## config.mk

```make
export PLATFORM = sky130hd
export DESIGN_NAME = reg_f_ctx
export DESIGN_NICKNAME = d
export VERILOG_FILES = /design/src/rtl/reg_f_pkg.sv /design/src/rtl/reg_f_ctx_stack.sv /design/src/rtl/reg_f_ctx.sv
export SDC_FILE = /design/constraint.sdc
export NUM_CORES = 1
export LEC_CHECK = 0
export CORE_ASPECT_RATIO = 1.25
export CORE_MARGIN = 1
export CORE_UTILIZATION = 59
export CTS_CLUSTER_SIZE = 25
export DETAILED_ROUTE_END_ITERATION = 7
export PLACE_DENSITY = 0.77
export SLEW_MARGIN = 15
export SYNTH_ARGS = -nofsm -noshare
export SYNTH_HDL_FRONTEND = slang
export SYNTH_SLANG_ARGS = --single-unit
```

## constraint.sdc

```tcl
create_clock -name clk -period 9.95 [get_ports clk]
set_input_delay 0.995 -clock clk [delete_from_list [all_inputs] [get_ports clk]]
set_output_delay 0.995 -clock clk [all_outputs]
set_load 0.05 [all_outputs]
```

## src/rtl/reg_f_pkg.sv

```systemverilog
// Shared index constants and context-operation decode for the reg_f_ctx register file.
package reg_f_pkg;

  localparam int unsigned RF_IDX_ZERO  = 0;
  localparam int unsigned RF_IDX_ONES  = 1;
  localparam int unsigned RF_IDX_ACC   = 2;
  localparam int unsigned RF_IDX_WORK0 = 3;

  // Requested context-stack operation for one cycle
  typedef enum logic [1:0] {
    CtxNone,
    CtxPush,
    CtxPop,
    CtxColl
  } ctx_op_e;

  function automatic ctx_op_e ctx_decode(input logic push, input logic pop);
    ctx_op_e op;
    unique case ({push, pop})
      2'b10:   op = CtxPush;
      2'b01:   op = CtxPop;
      2'b11:   op = CtxColl;
      default: op = CtxNone;
    endcase
    return op;
  endfunction

endpackage

```

## src/rtl/reg_f_ctx_stack.sv

```systemverilog
// Context frame stack: DEPTH frames of the ACC+work window, written at level, read at level-1.
module reg_f_ctx_stack #(
  parameter int unsigned FW    = 72,
  parameter int unsigned DEPTH = 16
) (
  input  logic                       clk,
  input  logic                       rst,
  input  logic                       i_push,
  input  logic                       i_pop,
  input  logic [FW-1:0]              i_frame,
  output logic [FW-1:0]              o_frame,
  output logic [$clog2(DEPTH+1)-1:0] o_level,
  output logic                       o_full,
  output logic                       o_empty
);

  localparam int unsigned LW  = $clog2(DEPTH + 1);
  localparam int unsigned SAW = (DEPTH > 1) ? $clog2(DEPTH) : 1;

  logic [FW-1:0]  r_mem [DEPTH];
  logic [LW-1:0]  r_level;
  logic [SAW-1:0] w_wr_idx;
  logic [SAW-1:0] w_rd_idx;

  // Index the frame slots; the read index wraps when empty but is then never consumed
  always_comb begin
    w_wr_idx = SAW'(r_level);
    w_rd_idx = SAW'(r_level - LW'(1));
  end

  // Frame storage is intentionally not reset; level==0 makes stale frames unreachable
  always_ff @(posedge clk) begin
    if (i_push) begin
      r_mem[w_wr_idx] <= i_frame;
    end
  end

  // Stack pointer; the caller only asserts push when not full and pop when not empty
  always_ff @(posedge clk) begin
    if (rst) begin
      r_level <= '0;
    end else if (i_push) begin
      r_level <= r_level + LW'(1);
    end else if (i_pop) begin
      r_level <= r_level - LW'(1);
    end
  end

  // Status outputs and asynchronous top-of-stack read
  always_comb begin
    o_frame = r_mem[w_rd_idx];
    o_level = r_level;
    o_full  = (r_level == LW'(DEPTH));
    o_empty = (r_level == '0);
  end

endmodule

```

## src/rtl/reg_f_ctx.sv

```systemverilog
// Register file with constant regs, ACC, work regs and a save/restore context stack.
module reg_f_ctx
  import reg_f_pkg::*;
#(
  parameter int unsigned WIDTH = 8,
  parameter int unsigned NREGS = 11,
  parameter int unsigned DEPTH = 16
) (
  input  logic                       clk,
  input  logic                       rst,
  input  logic [$clog2(NREGS)-1:0]   rf_addr_r1,
  output logic [WIDTH-1:0]           rf_data_out1,
  input  logic [$clog2(NREGS)-1:0]   rf_addr_r2,
  output logic [WIDTH-1:0]           rf_data_out2,
  input  logic [$clog2(NREGS)-1:0]   rf_addr_wr,
  input  logic                       rf_data_we,
  input  logic [WIDTH-1:0]           rf_data_in,
  input  logic                       rf_ctx_push,
  input  logic                       rf_ctx_pop,
  input  logic                       rf_err_clr,
  output logic [$clog2(DEPTH+1)-1:0] rf_ctx_level,
  output logic                       rf_ctx_full,
  output logic                       rf_ctx_empty,
  output logic                       rf_err_ovf,
  output logic                       rf_err_unf,
  output logic                       rf_err_coll,
  output logic                       rf_acc_zero
);

  localparam int unsigned FW = (NREGS - 2) * WIDTH;

  logic [WIDTH-1:0]       r_regs [RF_IDX_ACC:NREGS-1];
  logic                   r_err_ovf;
  logic                   r_err_unf;
  logic                   r_err_coll;

  logic [NREGS*WIDTH-1:0] w_file;
  logic [FW-1:0]          w_win;
  logic [FW-1:0]          w_top;
  logic                   w_full;
  logic                   w_empty;
  logic                   w_wr_hit;
  ctx_op_e                w_op;
  logic                   w_push_ok;
  logic                   w_pop_ok;
  logic                   w_set_ovf;
  logic                   w_set_unf;
  logic                   w_set_coll;

  // Flatten constants plus live registers so reads and the push window share one view
  always_comb begin
    w_file = '0;
    w_file[RF_IDX_ONES*WIDTH +: WIDTH] = '1;
    for (int unsigned k = RF_IDX_ACC; k < NREGS; k++) begin
      w_file[k*WIDTH +: WIDTH] = r_regs[k];
    end
    w_win = w_file[NREGS*WIDTH-1 : RF_IDX_ACC*WIDTH];
  end

  // Combinational read ports; out-of-range addresses read zero
  always_comb begin
    rf_data_out1 = '0;
    rf_data_out2 = '0;
    if (32'(rf_addr_r1) < NREGS) rf_data_out1 = w_file[32'(rf_addr_r1)*WIDTH +: WIDTH];
    if (32'(rf_addr_r2) < NREGS) rf_data_out2 = w_file[32'(rf_addr_r2)*WIDTH +: WIDTH];
  end

  // Decode the stack request into legal operations and error events
  always_comb begin
    w_op       = ctx_decode(rf_ctx_push, rf_ctx_pop);
    w_push_ok  = 1'b0;
    w_pop_ok   = 1'b0;
    w_set_ovf  = 1'b0;
    w_set_unf  = 1'b0;
    w_set_coll = 1'b0;
    unique case (w_op)
      CtxPush: begin
        w_push_ok = !w_full;
        w_set_ovf = w_full;
      end
      CtxPop: begin
        w_pop_ok  = !w_empty;
        w_set_unf = w_empty;
      end
      CtxColl: w_set_coll = 1'b1;
      default: ;
    endcase
    w_wr_hit = rf_data_we && (32'(rf_addr_wr) >= RF_IDX_ACC) && (32'(rf_addr_wr) < NREGS);
  end

  // Register array: a successful pop overrides any same-cycle write
  always_ff @(posedge clk) begin
    if (rst) begin
      for (int unsigned k = RF_IDX_ACC; k < NREGS; k++) r_regs[k] <= '0;
    end else if (w_pop_ok) begin
      for (int unsigned k = RF_IDX_ACC; k < NREGS; k++) begin
        r_regs[k] <= w_top[(k-RF_IDX_ACC)*WIDTH +: WIDTH];
      end
    end else if (w_wr_hit) begin
      for (int unsigned k = RF_IDX_ACC; k < NREGS; k++) begin
        if (32'(rf_addr_wr) == k) r_regs[k] <= rf_data_in;
      end
    end
  end

  // Sticky error flags; a new error in the clearing cycle keeps its flag set
  always_ff @(posedge clk) begin
    if (rst) begin
      r_err_ovf  <= 1'b0;
      r_err_unf  <= 1'b0;
      r_err_coll <= 1'b0;
    end else begin
      r_err_ovf  <= (r_err_ovf  && !rf_err_clr) || w_set_ovf;
      r_err_unf  <= (r_err_unf  && !rf_err_clr) || w_set_unf;
      r_err_coll <= (r_err_coll && !rf_err_clr) || w_set_coll;
    end
  end

  reg_f_ctx_stack #(
    .FW    (FW),
    .DEPTH (DEPTH)
  ) u_stack (
    .clk     (clk),
    .rst     (rst),
    .i_push  (w_push_ok),
    .i_pop   (w_pop_ok),
    .i_frame (w_win),
    .o_frame (w_top),
    .o_level (rf_ctx_level),
    .o_full  (w_full),
    .o_empty (w_empty)
  );

  // Status outputs
  always_comb begin
    rf_ctx_full  = w_full;
    rf_ctx_empty = w_empty;
    rf_err_ovf   = r_err_ovf;
    rf_err_unf   = r_err_unf;
    rf_err_coll  = r_err_coll;
    rf_acc_zero  = (r_regs[RF_IDX_ACC] == '0);
  end

endmodule

```

==> flow_summary.ini, run 1 <==
[run_status]
status = completed

[global_route]
met1_usage_pct = 40.9
grt_util_met2_pct = 47.0
antenna_found_initial = 3
grt_use_total_pct = 29.3
overflow = 0
grt_pass1_wl_um = 172000
grt.busiest_layer = met2
grt_pass1_vias = 25000
grt.met3_usage_pct = 5.46
grt_start_max_net_pins = 119

[critical_path]
cp_common_cell = buf_4
slowest_stage = ha_4
crit_cells = 8
worst-path-buf-inv = 3
critPathRequiredTime_ns = 10.38
path_delay_family = buffers and inverters
crit_type = flop to flop
r2r_end = r_regs[0][28]
slowest_delay_ns = 0.91
worstSetupEndpoint = r_regs[0][28]
critPathLaunchType = flop
r2r_cells = 8
cp_data_arrival_time_ns = 5.10
cp-startpoint = u_stack.o_level[0]
crit_chain = inv_4 -> ha_4 -> buf_4 -> buf_4 -> mux4_2 -> mux2i_1 -> o22ai_1 -> a21o_1
r2r_slack_ns = 5.27
r2r-start = u_stack.o_level[0]
critPathCaptureType = flop
critical_path_peak_fanout = 65

[power]
max-vdd-ir-drop_mv = 0.301
power_frac_seq_pct = 47.9
switching_share_pct = 28.1
powerDensity_nw_per_um2 = 253
pwr-share-clk_pct = 29.9
fin_total_pwr_mw = 13.5
p_switching_mw = 3.79
combPwrFrac_pct = 22.2
p_leak_nw = 17.4
p_int_mw = 9.72

[final_layout]
drive_above_1_share_pct = 22.5
nFillCells = 5126
regArea_um2 = 36900
nNetsFinal = 2377
multi_input_comb_area_um2 = 10900
syn_to_final_growth_pct = 10.3

[detailed_routing]
viasPerCell = 7.02
dr.pass1.iters = 6
wl_um = 119000
postRouteAntennaNets = 0
routed-via-count = 24600
wire_per_inst_um = 34.0
drc_errors = 0
drtIter0Drc = 3432

[hold_path]
min_path_cells = 2
hold_path.class = flop to flop

[sta]
rsz0062_at_grt = no
max_slew_margin_pct = 23.3
setup_viol = 0
drv_slew = 0
finalCriticalPeriod_ns = 4.68
tns_ns = 0
fin_crit_sh_pct = 47.0
worst_slew_pin_slew_ns = 1.15
clock_skew_ns = 0.0264
fmaxAchievable_ghz = 0.214
final_hold_viol_count = 0

[floorplan]
coreArea_um2 = 81400
start_util_pct = 59.5
rows = 117
die_h_um = 322
die_w_um = 258
pin_count = 53
dieArea_um2 = 83200

[synth]
async_flop_share_pct = 0
synth.area.top_cells = edfxtp_1, mux4_2, mux2i_1
synth_top_cell_by_area = edfxtp_1
synth-seq-cells = 1232
ys.flop_type = edfxtp_1
yosysUniqueCellTypes = 53
synth_top_area_share_pct = 75.9
synth-edff-count = 1224
synth_area_per_cell_um2 = 21.2
synth_fp_nets = 2313
ys_seq_area_share_pct = 76.3
synth_cells = 2282
synth_warnings = 0
syn_area_um2 = 48400

[place]
port_buffers = 52
gp_congestion = 0.895
dp_hpwl_um = 60700

[clock_network]
ctsHtreeMaxLevel = 3
cts_made_buffers = 106
clk_latency_ns = 0.68
post-cts-setup-buffers = 0
cts_buffer_depth = 3
clock_sinks = 1232
clk_pin_slew_worst_paths_ns = 0.07
hold_buffers = 0
cts_tree = done
clockRootBuffer = clkbuf_16
cts_resized = 0

[flow_run]
cap_viol_max_count = 0
[sequential cells by signal (all words and copies together) (netlist names)]
register / count
u_stack.r_mem: 1152
r_regs: 72
u_stack.o_level: 5
rf_err_coll: 1
rf_err_ovf: 1
rf_err_unf: 1
[placed cells by master (no fill, tap or decap), types with 8 or more instances in the layout]
master           instances
a211o_1                 16
a21o_1                  32
a21oi_1                 91
a311o_1                  8
a311oi_1                 8
a31o_2                  16
and2_4                  13
buf_4                   40
bufinv_16               10
clkbuf_1                20
clkbuf_16              107
clkdlybuf4s50_1         50
clkinv_1                29
clkinv_2                19
edfxtp_1              1224
inv_1                   17
mux2i_1                112
mux4_2                 304
nand2_1                113
nor2_1                  29
nor3_1                  10
o21ai_0                 14
o22ai_1                 64
[kinds of logic (layout without fill, tap and decap cells)]
family | Yosys count | count (layout) | share of synthesized area (%)
buf+inv | 157 | 308 | 1.52
flops | 1232 | 1232 | 76.3
compound gates | 258 | 258 | 3.44
mux | 416 | 416 | 16.5
xor+xnor | 6 | 6 | 0.109
other cells | 0 | 2 | 0
fa+ha+maj | 5 | 5 | 0.129
simple gates | 208 | 208 | 2.09
[worst min-delay path by stage]
stage | start | endpoint | slack, ns
3_5_place_dp | u_stack.o_level[4] | u_stack.o_level[4] | 0.57
6_report | rf_err_coll | rf_err_coll | 0.56
4_1_cts | u_stack.o_level[4] | u_stack.o_level[4] | 0.59
5_1_grt | rf_err_coll | rf_err_coll | 0.60
2_1_floorplan | r_regs[0][31] | u_stack.r_mem[0][15] | 0.68
3_3_place_gp | rf_err_coll | rf_err_coll | 0.57
[per-layer routing]
| layer | part of all wire [%] | vias up |
|---|---|---|
| li1 | - | 9652 |
| met1 | 36 | 12800 |
| met2 | 49 | 1850 |
| met3 | 12 | 282 |
| met4 | 3.5 | 2 |
| met5 | 0.0092 | - |
[cell usage after synthesis (all sizes together) (13+ instances only)]
| library cell | n |
|---|---|
| buf | 82 |
| a31o | 16 |
| mux2i | 112 |
| nor3 | 13 |
| nor2 | 34 |
| mux4 | 304 |
| a211o | 16 |
| and2 | 13 |
| a21o | 32 |
| clkbuf | 57 |
| inv | 18 |
| o22ai | 64 |
| edfxtp | 1224 |
| a21oi | 91 |
| o21ai | 15 |
| nand2 | 113 |
[through the flow]
stage          area [um2]  utilization [%]  cells  setup slack, ns  hold WS (ns)
6_report            53400             65.6   3506             5.27         0.557
5_1_grt             53400             65.6   3504             5.09         0.597
4_1_cts             53400             65.6   3504             5.28         0.587
3_5_place_dp        50100             61.5   3309             5.30         0.572
3_3_place_gp        50100             61.5   3309             5.37         0.567
2_1_floorplan       48400                -   2282             4.11         0.682
[power by group through the flow]
stage	registers (mW)	clock network, mW	logic (mW)
2_1_floorplan	6.42	0	2.26
3_3_place_gp	6.53	0	2.93
3_5_place_dp	6.57	0	2.98
4_1_cts	6.46	4.06	3.01
5_1_grt	6.49	4.25	3.17
6_report	6.47	4.04	2.99
[cell type report]
cell class	count	share of cell area, %
Inverter	18	0.131
Multi-Input combinational cell	893	20.3
Timing Repair Buffer	95	1.63
Sequential cell	1232	69.1
Clock buffer	127	5.15
Antenna cell	2	0.00937
Clock inverter	68	1.09
Tap cell	1071	2.51
[worst register-to-register path, delay by kind of cell, from the launching register on]
family | cells | cell delay [ns]
DFF | 1 | 0.37
AOI/OAI and AO/OA | 2 | 0.33
buffers and inverters | 3 | 2.15
adders and majority gates | 1 | 0.92
muxes | 2 | 0.65
Power figures use the tool's default switching activity.
==> run 2, diff against run 1 <==
--- a/config.mk
+++ b/config.mk
@@ -7,7 +7,7 @@
 export LEC_CHECK = 0
 export CORE_ASPECT_RATIO = 1.25
 export CORE_MARGIN = 1
-export CORE_UTILIZATION = 59
+export CORE_UTILIZATION = 56
 export CTS_CLUSTER_SIZE = 25
 export DETAILED_ROUTE_END_ITERATION = 7
 export PLACE_DENSITY = 0.77
==> constraint.sdc (replaced) <==
create_clock -name clk -period 4.1 [get_ports clk]
set_input_delay 0.41 -clock clk [delete_from_list [all_inputs] [get_ports clk]]
set_output_delay 0.41 -clock clk [all_outputs]
set_load 0.05 [all_outputs]
==> run 2 against run 1 <==
Sequential share of layout area shrank 1.6 points. Largest power group unchanged. Worst setup slack worse by 5.1 ns. Highest routed layer unchanged. Critical path depth decreased by 3. Cell count is 2.8% higher. Combinational power rose to 2.6 times the previous value. Clock-buffer cell count down 1. Die area increased by 5.3%. Global-route usage shrank 1.1 points. First-iteration DRC count rose by 12%. Clock power rose to 2.6 times the previous value.
==> flow_summary.ini, run 2 (synthesized netlist as in run 1, its figures left out) <==
[global_route]
grt_pass1_vias = 25100
grt_pass1_wl_um = 175000
overflow = 0
grt_start_max_net_pins = 103
antenna_found_initial = 14
grt_use_total_pct = 28.2

[place]
dp_hpwl_um = 65800
dp_slack_ns = 0.370
gp_congestion = 0.836
port_buffers = 52

[clock_network]
cts_tree = done
ctsHtreeMaxLevel = 3
cts_buffer_depth = 3
clk_pin_slew_worst_paths_ns = 0.06
hold_buffers = 0
clock_sinks = 1232
clockRootBuffer = clkbuf_16
clk_latency_ns = 0.69
cts_made_buffers = 110
post-cts-setup-buffers = 0
cts_resized = 0

[hold_path]
hold_path.class = input port to flop

[sta]
final_hold_viol_count = 0
finalCriticalPeriod_ns = 3.92
fin_ws_ns = 0.184
fin_crit_sh_pct = 95.5
rsz0062_at_grt = no
max_slew_margin_pct = 26.0
worst_slew_pin_slew_ns = 1.11
fmaxAchievable_ghz = 0.255
tns_ns = 0
clock_skew_ns = 0.0221
drv_slew = 0
setup_viol = 0

[final_layout]
nFillCells = 5390
regArea_um2 = 36900
multi_input_comb_area_um2 = 10900
nNetsFinal = 2439
layout_commonest_cell = edfxtp_1
final_cell_mix = edfxtp_1, mux4_2, nand2_1, mux2i_1, clkbuf_16
drive_above_1_share_pct = 25.6
regMostFlops = u_stack.r_mem
largest_reg_flops = 1152
syn_to_final_growth_pct = 13.0

[detailed_routing]
wl_um = 122000
dr.pass1.iters = 6
postRouteAntennaNets = 0
wire_per_inst_um = 33.9
viasPerCell = 7.03
drc_errors = 0
routed-via-count = 25300
drtIter0Drc = 3835

[floorplan]
coreArea_um2 = 85600
die_h_um = 331
die_w_um = 265
rows = 120
pin_count = 53
dieArea_um2 = 87600
start_util_pct = 56.6

[critical_path]
cp_data_arrival_time_ns = 3.51
critPathLaunchType = input port
critical_path_peak_fanout = 33
critPathRequiredTime_ns = 3.69
crit_type = input port to output pin
critPathCaptureType = output pin

[run_status]
status = completed

[flow_run]
cap_viol_max_count = 0

[power]
max-vdd-ir-drop_mv = 0.458
p_leak_nw = 18.0
powerDensity_nw_per_um2 = 620
==> run 2: final cells by class <==
type / count / share of cell area [%]
Antenna cell: 2 / 0.00915
Clock buffer: 126 / 5.22
Clock inverter: 81 / 1.57
Inverter: 18 / 0.128
Multi-Input combinational cell: 893 / 19.9
Sequential cell: 1232 / 67.5
Tap cell: 1098 / 2.51
Timing Repair Buffer: 153 / 3.17
==> run 2: worst max-delay path, stage by stage <==
cell             delay, ns
buf_2                 0.74
nor2b_1               0.77
a21oi_1               0.19
o22ai_1               0.44
clkdlybuf4s50_1       0.90
==> run 2: path summary, 6_finish.rpt <==
path | start | endpoint | slack (ns) | cells after the start
max | rf_addr_r1[0] | rf_data_out1[2] | 0.18 | 5
min | rf_ctx_push | rf_err_coll | 0.40 | 3
max reg2reg | u_stack.o_level[0] | r_regs[0][32] | 0.60 | 8
min reg2reg | rf_err_coll | rf_err_coll | 0.48 | 2
==> run 2: per-layer routing <==
| layer | routed length, um | vias to the layer above | global-route usage, % |
|---|---|---|---|
| met1 | 42400 | 13100 | 37.9 |
| met3 | 15300 | 387 | 6.03 |
| li1 | - | 9801 | - |
| met4 | 5360 | 18 | 12.8 |
| met2 | 58800 | 2047 | 44.9 |
| met5 | 118 | - | 0 |
==> run 2: where the power goes <==
group / total (mW) / internal, mW / switching, mW
registers: 15.6 / 14.9 / 0.730
clock network: 10.6 / 6.03 / 4.56
logic: 7.72 / 3.56 / 4.15
total: 33.9 / 24.4 / 9.44
==> run 2: stage by stage <==
stage / cell area, um2 / power [mW] / std cells / util [%] / hold slack [ns]
finish: 54700 / 33.9 / 3603 / 63.9 / 0.397
CTS: 54700 / 34.0 / 3601 / 63.9 / 0.370
floorplan: 48400 / 21.1 / 2282 / - / 0.550
global route: 54700 / 34.9 / 3601 / 63.9 / 0.419
global placement: 51000 / 23.2 / 3393 / 59.6 / 0.455
detailed placement: 51000 / 23.5 / 3394 / 59.6 / 0.472
